<file path="config.mk">
export PLATFORM = sky130hd
export DESIGN_NAME = fp_mul_pipe
export DESIGN_NICKNAME = d
export VERILOG_FILES = /design/src/rtl/fp_mul_pipe.sv
export SDC_FILE = /design/constraint.sdc
export NUM_CORES = 1
export LEC_CHECK = 0
export BUFFER_PORTS_ARGS = -buffer_cell sky130_fd_sc_hd__buf_2
export CAP_MARGIN = 25
export CORE_ASPECT_RATIO = 0.6
export CORE_MARGIN = 2
export CORE_UTILIZATION = 45
export DETAILED_ROUTE_END_ITERATION = 6
export MAX_ROUTING_LAYER = met4
export SLEW_MARGIN = 15
export SYNTH_ARGS = -nofsm -noshare
export SYNTH_HDL_FRONTEND = slang
export SYNTH_SLANG_ARGS = --single-unit
</file>
<file path="constraint.sdc">
create_clock -name clk -period 5.15 [get_ports clk]
set_input_delay 0.7725 -clock clk [delete_from_list [all_inputs] [get_ports clk]]
set_output_delay 0.7725 -clock clk [all_outputs]
set_load 0.05 [all_outputs]
</file>
<file path="src/rtl/fp_mul_pipe.sv">
// Three-stage pipelined floating-point multiplier (unpack, normalise/round, pack) with valid/ready flow.
// Define FP_MUL_RNE_EN for round-to-nearest-even; otherwise results are truncated toward zero.
module fp_mul_pipe #(
    parameter int EXP_W = 8,
    parameter int MAN_W = 7,
    parameter int BIAS  = 2**(EXP_W-1)-1
) (
    input  logic                   clk,
    input  logic                   rst,
    input  logic                   in_valid,
    output logic                   in_ready,
    input  logic [EXP_W+MAN_W:0]   a,
    input  logic [EXP_W+MAN_W:0]   b,
    output logic                   out_valid,
    input  logic                   out_ready,
    output logic [EXP_W+MAN_W:0]   out
);
    localparam int W      = 1 + EXP_W + MAN_W;
    localparam int XW     = EXP_W + 2;
    localparam int PW     = 2*MAN_W + 2;
    localparam int STAGES = 3;
`ifdef FP_MUL_RNE_EN
    localparam int PKW = PW;
`else
    // Truncation never looks below the kept fraction, so the low product bits are not carried
    localparam int PKW = MAN_W + 2;
`endif
    localparam int DROP = PW - PKW;

    localparam logic signed [XW-1:0] BIAS_X = XW'(BIAS);
    localparam logic signed [XW-1:0] ONE_X  = XW'(1);
    localparam logic signed [XW-1:0] ZERO_X = '0;
    localparam logic signed [XW-1:0] EMAX_X = XW'(2**EXP_W - 1);
    localparam logic [W-1:0]         QNAN   = {1'b0, {EXP_W{1'b1}}, 1'b1, {(MAN_W-1){1'b0}}};

    typedef struct packed {
        logic                 sign;
        logic                 nan;
        logic                 inf;
        logic                 zero;
        logic signed [XW-1:0] exp;
        logic [PKW-1:0]       prod;
    } s1_t;

    typedef struct packed {
        logic                 sign;
        logic                 nan;
        logic                 inf;
        logic                 zero;
        logic signed [XW-1:0] exp;
        logic [MAN_W-1:0]     frac;
    } s2_t;

    logic [STAGES:1] vld_pipe;
    logic            adv;
    s1_t             s1_d, s1_q;
    s2_t             s2_d, s2_q;
    logic [W-1:0]    out_d;

    assign adv       = ~out_valid | out_ready;
    assign in_ready  = adv;
    assign out_valid = vld_pipe[STAGES];

    // S1: classify operands, multiply significands, add exponents
    logic [EXP_W-1:0] ea, eb;
    logic [MAN_W-1:0] fa, fb;
    logic             a_zero, b_zero, a_inf, b_inf, a_nan, b_nan;

    assign ea     = a[W-2 -: EXP_W];
    assign eb     = b[W-2 -: EXP_W];
    assign fa     = a[MAN_W-1:0];
    assign fb     = b[MAN_W-1:0];
    assign a_zero = (ea == '0);
    assign b_zero = (eb == '0);
    assign a_inf  = (&ea) & (fa == '0);
    assign b_inf  = (&eb) & (fb == '0);
    assign a_nan  = (&ea) & (fa != '0);
    assign b_nan  = (&eb) & (fb != '0);

    always_comb begin
        s1_d      = '0;
        s1_d.sign = a[W-1] ^ b[W-1];
        s1_d.nan  = a_nan | b_nan | (a_inf & b_zero) | (b_inf & a_zero);
        s1_d.inf  = a_inf | b_inf;
        s1_d.zero = a_zero | b_zero;
        s1_d.exp  = $signed({2'b00, ea}) + $signed({2'b00, eb}) - BIAS_X;
        s1_d.prod = PKW'((PW'({1'b1, fa}) * PW'({1'b1, fb})) >> DROP);
    end

    // S2: normalise by the product MSB, then round
    logic                 msb;
    logic [MAN_W-1:0]     frac_t;
    logic signed [XW-1:0] exp_n;

    assign msb    = s1_q.prod[PKW-1];
    assign frac_t = msb ? s1_q.prod[PKW-2 -: MAN_W] : s1_q.prod[PKW-3 -: MAN_W];
    assign exp_n  = s1_q.exp + (msb ? ONE_X : ZERO_X);

`ifdef FP_MUL_RNE_EN
    logic             guard, sticky, carry;
    logic [MAN_W-1:0] frac_r;

    assign guard  = msb ? s1_q.prod[PKW-2-MAN_W] : s1_q.prod[PKW-3-MAN_W];
    assign sticky = (|s1_q.prod[PKW-4-MAN_W:0]) | (msb & s1_q.prod[PKW-3-MAN_W]);
    // An all-ones fraction rounding up wraps to zero; the carry bumps the exponent
    assign {carry, frac_r} = {1'b0, frac_t} + {{MAN_W{1'b0}}, guard & (sticky | frac_t[0])};
`endif

    always_comb begin
        s2_d      = '0;
        s2_d.sign = s1_q.sign;
        s2_d.nan  = s1_q.nan;
        s2_d.inf  = s1_q.inf;
        s2_d.zero = s1_q.zero;
`ifdef FP_MUL_RNE_EN
        s2_d.frac = frac_r;
        s2_d.exp  = exp_n + (carry ? ONE_X : ZERO_X);
`else
        s2_d.frac = frac_t;
        s2_d.exp  = exp_n;
`endif
    end

    // S3: special values override the packed result in priority order
    always_comb begin
        out_d = {s2_q.sign, s2_q.exp[EXP_W-1:0], s2_q.frac};
        if (s2_q.nan)
            out_d = QNAN;
        else if (s2_q.inf || s2_q.exp >= EMAX_X)
            out_d = {s2_q.sign, {EXP_W{1'b1}}, {MAN_W{1'b0}}};
        else if (s2_q.zero || s2_q.exp <= ZERO_X)
            out_d = {s2_q.sign, {(W-1){1'b0}}};
    end

    always_ff @(posedge clk or posedge rst) begin
        if (rst) begin
            vld_pipe <= '0;
            s1_q     <= '0;
            s2_q     <= '0;
            out      <= '0;
        end else if (adv) begin
            vld_pipe <= {vld_pipe[STAGES-1:1], in_valid};
            if (in_valid)    s1_q <= s1_d;
            if (vld_pipe[1]) s2_q <= s2_d;
            if (vld_pipe[2]) out  <= out_d;
        end
    end
endmodule

</file>
==> implementation parameters, run 1 <==
Parameter                              Value

Power
  NetSw    1150 uW
  Power density of the placed cells    ~480 nW/um^2
  Switching fraction of total power    42.30%
  Clk pwr share    21.8%
  Largest voltage drop on the vdd net    386.6 uV
  Sequential share of power    32.1%
  Fraction of power consumed by combinational cells    46.1%
  Cell Int Power    between 1500 and 2000 uW
  Leakage Power    0.002822 uW

STA
  Worst Max-Slew Pin Slew    792.0 ps
  RSZ-0062 raised after global routing    no
  Min Tclk post-route    4827 ps
  Post-Route Setup TNS    0 ps
  Setup ws final    322.5 ps
  Post-route clock period utilization    93.74%
  Setup-violating endpoint count in the final report    0
  Number of max-slew violations in the final report    0
  Worst clock skew    5.719 ps
  Relative slew slack    47.20%
  Fmax achieved    207.1 MHz
  Number of endpoints with negative hold slack in the final report    0

Route
  Violation count after the first detailed-routing iteration    183
  Count of nets left with antenna violations after detail routing    0
  Via density per instance    between 5 and 6
  Wire length per cell    between 15 and 20 um
  DRT Pass-1 Iters    4
  Overall routed net length    between 10000 and 15000 um
  Count of unresolved DRC violations after routing    0
  Vias post-DR    3722

Final layout
  Final Util    between 50% and 60%
  # fillers    1006
  Antenna diode instance count    0
  Sequential cell area    1577 um^2
  Share of post-route cells with drive strength above 1    15.22%
  Area growth from synthesis to layout    14.69%
  Total number of nets in the final design    about 700
  Area taken by multi-input logic gates    3057 um^2
  Final instance area    ~5700 um^2

Placement
  Worst slack at placement    29.41 ps
  Placement-stage cell area    around 5400 um^2
  Port Buf Inserts    53
  Routability-driven placement congestion ratio    0.9355
  HPWL after DPL    8852 um

Clocking
  Clock slew at the register clock pins of the worst setup and hold paths    50 ps
  Sink Count    63
  CTS hold repair buffers    0
  Clk_lat worst skew    330 ps
  Bufs on Longest Clock Path    2
  Number of instances resized during post-cts repair    0
  Number of H-tree levels    3
  Total CTS buffers    9
  Number of setup buffers added after CTS    0
  Clock tree from TritonCTS    built
  Clock root buffer master    clkbuf_16

Die
  I/O pins    54
  Total Die Area    ~12000 um^2
  Starting density of the core    46.45%
  Height of the chip    85.15 um
  Site Rows    29
  Die width    139.2 um
  Area of the placeable core    10630 um^2

Worst setup path
  Classification of the worst setup path    in -> reg
  CP Cell Sequence    buf_2 > inv_1 > nor2_1 > fa_1 > fa_1 > fa_1 > inv_1 > fa_1 > inv_1 > ha_1 > a21o_1 > a21oi_1 > o21ai_0 > nor4_2 > nor3_1 > nand4b_1
  Critical Path End Type    register
  Cell with the biggest individual delay on the critical path    fa_1
  Endpoint of the worst-slack reg-to-reg timing path    out[4]
  Slack of the worst reg-to-reg path    2940 ps
  Data required, critical path    about 5300 ps
  Critical Path Source    b[4]
  CP dominant cell by count    fa_1
  Reg-to-reg startpoint    vld_pipe[3]
  Crit path DAT    5020 ps
  Setup crit start kind    input port
  Number of cells on the worst reg-to-reg path    5
  Worst Path Max Fanout    5
  Longest individual stage delay on the worst path    around 560 ps

Yosys
  Dominant synthesized flop cell    dfrtp_1
  Yosys synthesis warning count    0
  Total of flip-flops plus latches after synthesis    63
  Syn Area/Cell    9.515 um^2
  FFs w/ async S/R, synth    100.0%
  Post-synth net total    640
  Number of distinct library cells after synthesis    50
  Mapped Area    4938 um^2
  Gate Count Post-Synth    approximately 520
  Count of flip-flops with a built-in enable after synthesis    0
  Part of the Yosys area used for sequential elements    a little under a third

Status
  Result of the run    complete, no violations

Worst hold path
  Hold depth    2
  Hold/Removal Path Class    reg -> reg
  Hold Path Sink    out[15]
  Launch instance of the worst min-delay path    out[15]

Global routing
  Wire length of the first global-routing pass    18610 um
  Via count of the first global-routing pass    3644
  Antenna violations before repair    0
  GRT Util Overall    between 20 and 25%
  Maximum number of pins on one net before global-route repair    64
  Total congestion overflow after global routing    0

Run
  # Max-Cap Violations    0
[cell type report]
type | instances | area share [%]
multi-input cells | 377 | 53.97
flip-flops and latches | 63 | 27.83
repair buffers | 56 | 5.434
clock buffers | 11 | 4.462
inverters | 67 | 4.440
well taps | 139 | 3.070
clock inverters | 4 | 0.7952
[metal layers]
metal,part of all wire (%),track usage (%),up-vias
met5,0,-,-
met4,1.0,4.959,0
met3,6.0,5.813,9
met2,35,24.69,92
met1,58,33.31,1755
li1,-,-,1866
[Yosys cell counts (3+ instances only)]
| library cell | instances | area [um^2] |
|---|---|---|
| mux2_2 | 7 | 78.83 |
| nor3_1 | 4 | 20.02 |
| ha_1 | 49 | 613.1 |
| inv_1 | 67 | 251.5 |
| and2_1 | 26 | 162.7 |
| nand3_1 | 5 | 25.02 |
| or4_1 | 3 | 22.52 |
| nor2_1 | 41 | 153.9 |
| clkbuf_1 | 9 | 33.78 |
| o21ai_0 | 30 | 150.1 |
| a21o_1 | 3 | 22.52 |
| a31oi_1 | 5 | 31.28 |
| nand4_1 | 6 | 37.54 |
| fa_1 | 36 | 720.7 |
| xnor2_1 | 8 | 70.07 |
| o31ai_1 | 3 | 22.52 |
| o21bai_1 | 3 | 22.52 |
| nor4_1 | 9 | 56.30 |
| nand2_1 | 66 | 247.7 |
| a22o_1 | 8 | 70.07 |
| dfrtp_1 | 63 | 1577 |
| a21oi_1 | 14 | 70.07 |
| xor2_1 | 10 | 87.58 |
| mux2i_1 | 7 | 70.07 |
[cells in the final DEF, fill, tap and decap left out, types with 9 or more instances in the layout]
cell	n
nor2_1	41
fa_1	36
xor2_1	10
inv_1	66
and2_1	26
clkbuf_16	9
dfrtp_1	63
buf_2	53
nor4_1	9
o21ai_0	30
nand2_1	66
a21oi_1	14
ha_1	49
[critical path: cells and delay by family]
kind                     cells  cell delay, ps
AO/OA/AOI/OAI                3             620
adder cells (fa/ha/maj)      5            2400
buffers and inverters        4             410
AND/OR/NAND/NOR              4             820
[kinds of logic (layout without fill, tap and decap cells)]
group	Yosys count	count (layout)	share of synthesized area, %
DFF	63	63	31.92
and+or+nand+nor	177	177	17.91
adders and majority gates	85	85	27.01
xor gates and xnor gates	18	18	3.192
buffers and inverters	79	138	6.182
AOI/OAI and AO/OA	83	83	10.77
muxes	14	14	3.015
[worst max path at each step]
| stage | endpoint | cells after the start |
|---|---|---|
| CTS | msb | 16 |
| detailed placement | msb | 16 |
| floorplan | msb | 15 |
| global placement | s1_q[7] | 16 |
| global route | msb | 18 |
| finish | msb | 16 |
[metrics by stage]
step	cells	hold slack [ps]	total power (uW)
floorplan	519	446.0	1798
global placement	701	448.7	2081
detailed placement	702	454.5	2130
CTS	717	465.7	2746
global route	717	497.6	2946
finish	717	465.0	2718
[sequential cells by signal, summed over array words and instances (netlist names)]
register	flops
msb	1
out	16
vld_pipe	3
s2_q	21
s1_q	22
[power groups by stage]
stage               logic [uW]  registers, uW  clock network (uW)
global placement          1220            865                   0
floorplan                  826            972                   0
global route              1420            901                 629
finish                    1250            872                 593
CTS                       1270            872                 605
detailed placement        1250            877                   0
(Power assumes the default switching activity.)
==> inputs of run 2 (changes only) <==
- CORE_UTILIZATION: 45 -> 65
- PLACE_DENSITY: unset -> 0.87
==> run 2 against run 1 <==
  * Setup slack lost 120 ps
  * Die area shrank 30%
  * Clock-buffer cell count grew 2
  * Largest power group unchanged
==> implementation parameters, run 2 (synthesized netlist as in run 1, its figures left out) <==
Parameter                              Value

STA
  Hold Worst Slack    467.8 ps (+2.874 ps)
  Post-route clock period utilization    96.07% (+2.3 points)
  Worst Max-Slew Pin Slew    797.8 ps (+5.827 ps)
  Worst clock skew    4.660 ps (-1.060 ps)
  Post-Route Setup TNS    0 ps (unchanged)
  Setup-violating endpoint count in the final report    0 (unchanged)
  Fmax achieved    202.1 MHz (-2.4%)
  RSZ-0062 raised after global routing    no
  Min Tclk post-route    4948 ps (+120.1 ps)
  Number of endpoints with negative hold slack in the final report    0 (unchanged)
  Relative slew slack    46.81% (-0.39 points)
  Number of max-slew violations in the final report    0 (unchanged)

Clocking
  Number of setup buffers added after CTS    0 (unchanged)
  Clock root buffer master    clkbuf_16
  Clock slew at the register clock pins of the worst setup and hold paths    50 ps (about the same)
  CTS hold repair buffers    0 (unchanged)
  Clock tree from TritonCTS    built
  Bufs on Longest Clock Path    2 (unchanged)
  Number of H-tree levels    3 (unchanged)
  Sink Count    63 (unchanged)
  Total CTS buffers    9 (unchanged)
  Clk_lat worst skew    320 ps (about the same)
  Number of instances resized during post-cts repair    0 (unchanged)

Power
  Switching fraction of total power    43.57% (+1.3 points)
  Cell Int Power    1589 uW (+1.3%)
  Fraction of power consumed by combinational cells    46.6% (+0.5 points)
  PnR Total Power    2815 uW (+3.6%)
  Largest voltage drop on the vdd net    240.1 uV (-38%)
  NetSw    1227 uW (+6.7%)
  Leakage Power    0.002826 uW (+0.13%)
  Sequential share of power    31.4% (-0.7 points)
  Power density of the placed cells    500.3 nW/um^2 (+4.3%)
  Clk pwr share    22.0% (+0.2 points)

Route
  Violation count after the first detailed-routing iteration    319 (+74%)
  DRT Pass-1 Iters    5 (+1)
  Uppermost signal routing layer after detailed routing    met4
  Wire length per cell    17.69 um (+16%)
  Wire length on met2    5429 um (+40%)
  Via density per instance    5.864 (+13%)
  Vias post-DR    4011 (+7.8%)
  Met3 WL    968 um (+48%)
  Detailed-routing wirelength on met1    5485 um (-13%)
  Count of unresolved DRC violations after routing    0 (unchanged)
  Overall routed net length    12100 um (+10%)
  Count of nets left with antenna violations after detail routing    0 (unchanged)

Placement
  Placement-stage cell area    5303 um^2 (-1.2%)
  Placed Instances    667 (-5.0%)
  Port Buf Inserts    53 (unchanged)
  HPWL after DPL    8844 um (about the same)
  Routability-driven placement congestion ratio    0.9274 (-0.87%)

Global routing
  Via count of the first global-routing pass    4076 (+12%)
  GRT Util Overall    32.60% (+12 points)
  Antenna violations before repair    0 (unchanged)
  Wire length of the first global-routing pass    19980 um (+7.3%)
  Total congestion overflow after global routing    0 (unchanged)
  Maximum number of pins on one net before global-route repair    64 (unchanged)

Die
  Total Die Area    8334 um^2 (-30%)
  Starting density of the core    67.68% (+21 points)
  Die width    116.5 um (-16%)
  Site Rows    24 (-17%)
  Height of the chip    71.52 um (-16%)
  Area of the placeable core    7297 um^2 (-31%)
  I/O pins    54 (unchanged)

Worst setup path
  Critical Path End Type    register
  Data required, critical path    5360 ps (+20 ps)
  Classification of the worst setup path    in -> reg
  Setup crit start kind    input port
  Worst Path Max Fanout    5 (unchanged)
  Crit path DAT    5150 ps (+130 ps)

Final layout
  Highest-count cells in the layout ignoring fill and taps    nand2_1 (66), inv_1 (66), dfrtp_1 (63), buf_2 (53), ha_1 (49)
  Area growth from synthesis to layout    13.96%
  # fillers    509 (-49%)
  Non-filler instance count after layout    684 (-4.6%)
  Biggest regs    s1_q: 22 flops, s2_q: 21 flops, out: 16 flops
  Register ranked first by flip-flop count    s1_q
  Number of flip-flops in the largest register    22 (unchanged)
  Antenna diode instance count    0 (unchanged)
  Final instance area    5628 um^2 (-0.64%)
  Total number of nets in the final design    696 (+0.14%)
  Share of post-route cells with drive strength above 1    15.34% (+0.12 points)

Run
  # Max-Cap Violations    0 (unchanged)

Status
  Result of the run    complete, no violations

Worst hold path
  Hold/Removal Path Class    reg -> reg
run 2: changes by cell type in the layout (fill, tap and decap cells not counted):
cell,before,now
buf_16,1,0
buf_4,2,3
buf_8,0,1
clkbuf_1,0,1
clkbuf_8,2,3
clkinv_2,3,2
run 2: worst paths after layout:
kind,startpoint,end,slack (ps),cells after the start
max reg2reg,vld_pipe[3],out[5],2880,5
min reg2reg,out[15],out[15],470,2
max,b[4],s1_q[6],200,16
min in group asynchronous,rst,out[10],680,3
min,out[15],out[15],470,2
max in group asynchronous,rst,s1_q[9],3950,3
run 2: final cells by class:
| class | instances | area (um^2) | share of cell area [%] |
|---|---|---|---|
| well taps | 104 | 130.1 | 2.312 |
| multi-input cells | 377 | 3057 | 54.31 |
| inverters | 67 | 251.5 | 4.469 |
| flip-flops and latches | 63 | 1577 | 28.01 |
| clock inverters | 3 | 40.04 | 0.7114 |
| repair buffers | 57 | 302.8 | 5.380 |
| clock buffers | 13 | 270.3 | 4.802 |
run 2: worst max-delay path: stages:
cell and delay (ps):
buf_2 120, inv_1 190, nor2_1 110, fa_1 560
fa_1 440, fa_1 550, inv_1 60, fa_1 530
inv_1 50, ha_1 360, a21o_1 220, a21oi_1 220
o21ai_0 270, o31ai_1 420, nand4_1 140, o311ai_1 140
run 2: power groups by stage:
stage | logic (uW) | registers [uW] | clock network [uW]
6_report | 1310 | 883 | 620
5_1_grt | 1440 | 907 | 645
4_1_cts | 1290 | 877 | 622
2_1_floorplan | 826 | 972 | 0
3_5_place_dp | 1250 | 874 | 0
3_3_place_gp | 1180 | 857 | 0
run 2: per-stage QoR:
step	setup WS, ps	utilization (%)
after floorplan	536.7	-
after detailed placement	50.39	72.67
final	202.4	77.13
after CTS	291.0	76.92
after global routing	22.33	77.13
after global placement	133.7	72.67
run 2: metal layers:
metal,vias to the layer above,global-route usage [%]
li1,1857,-
met1,1966,44.41
met2,162,49.55
met3,26,9.222
met4,0,7.059
met5,-,-
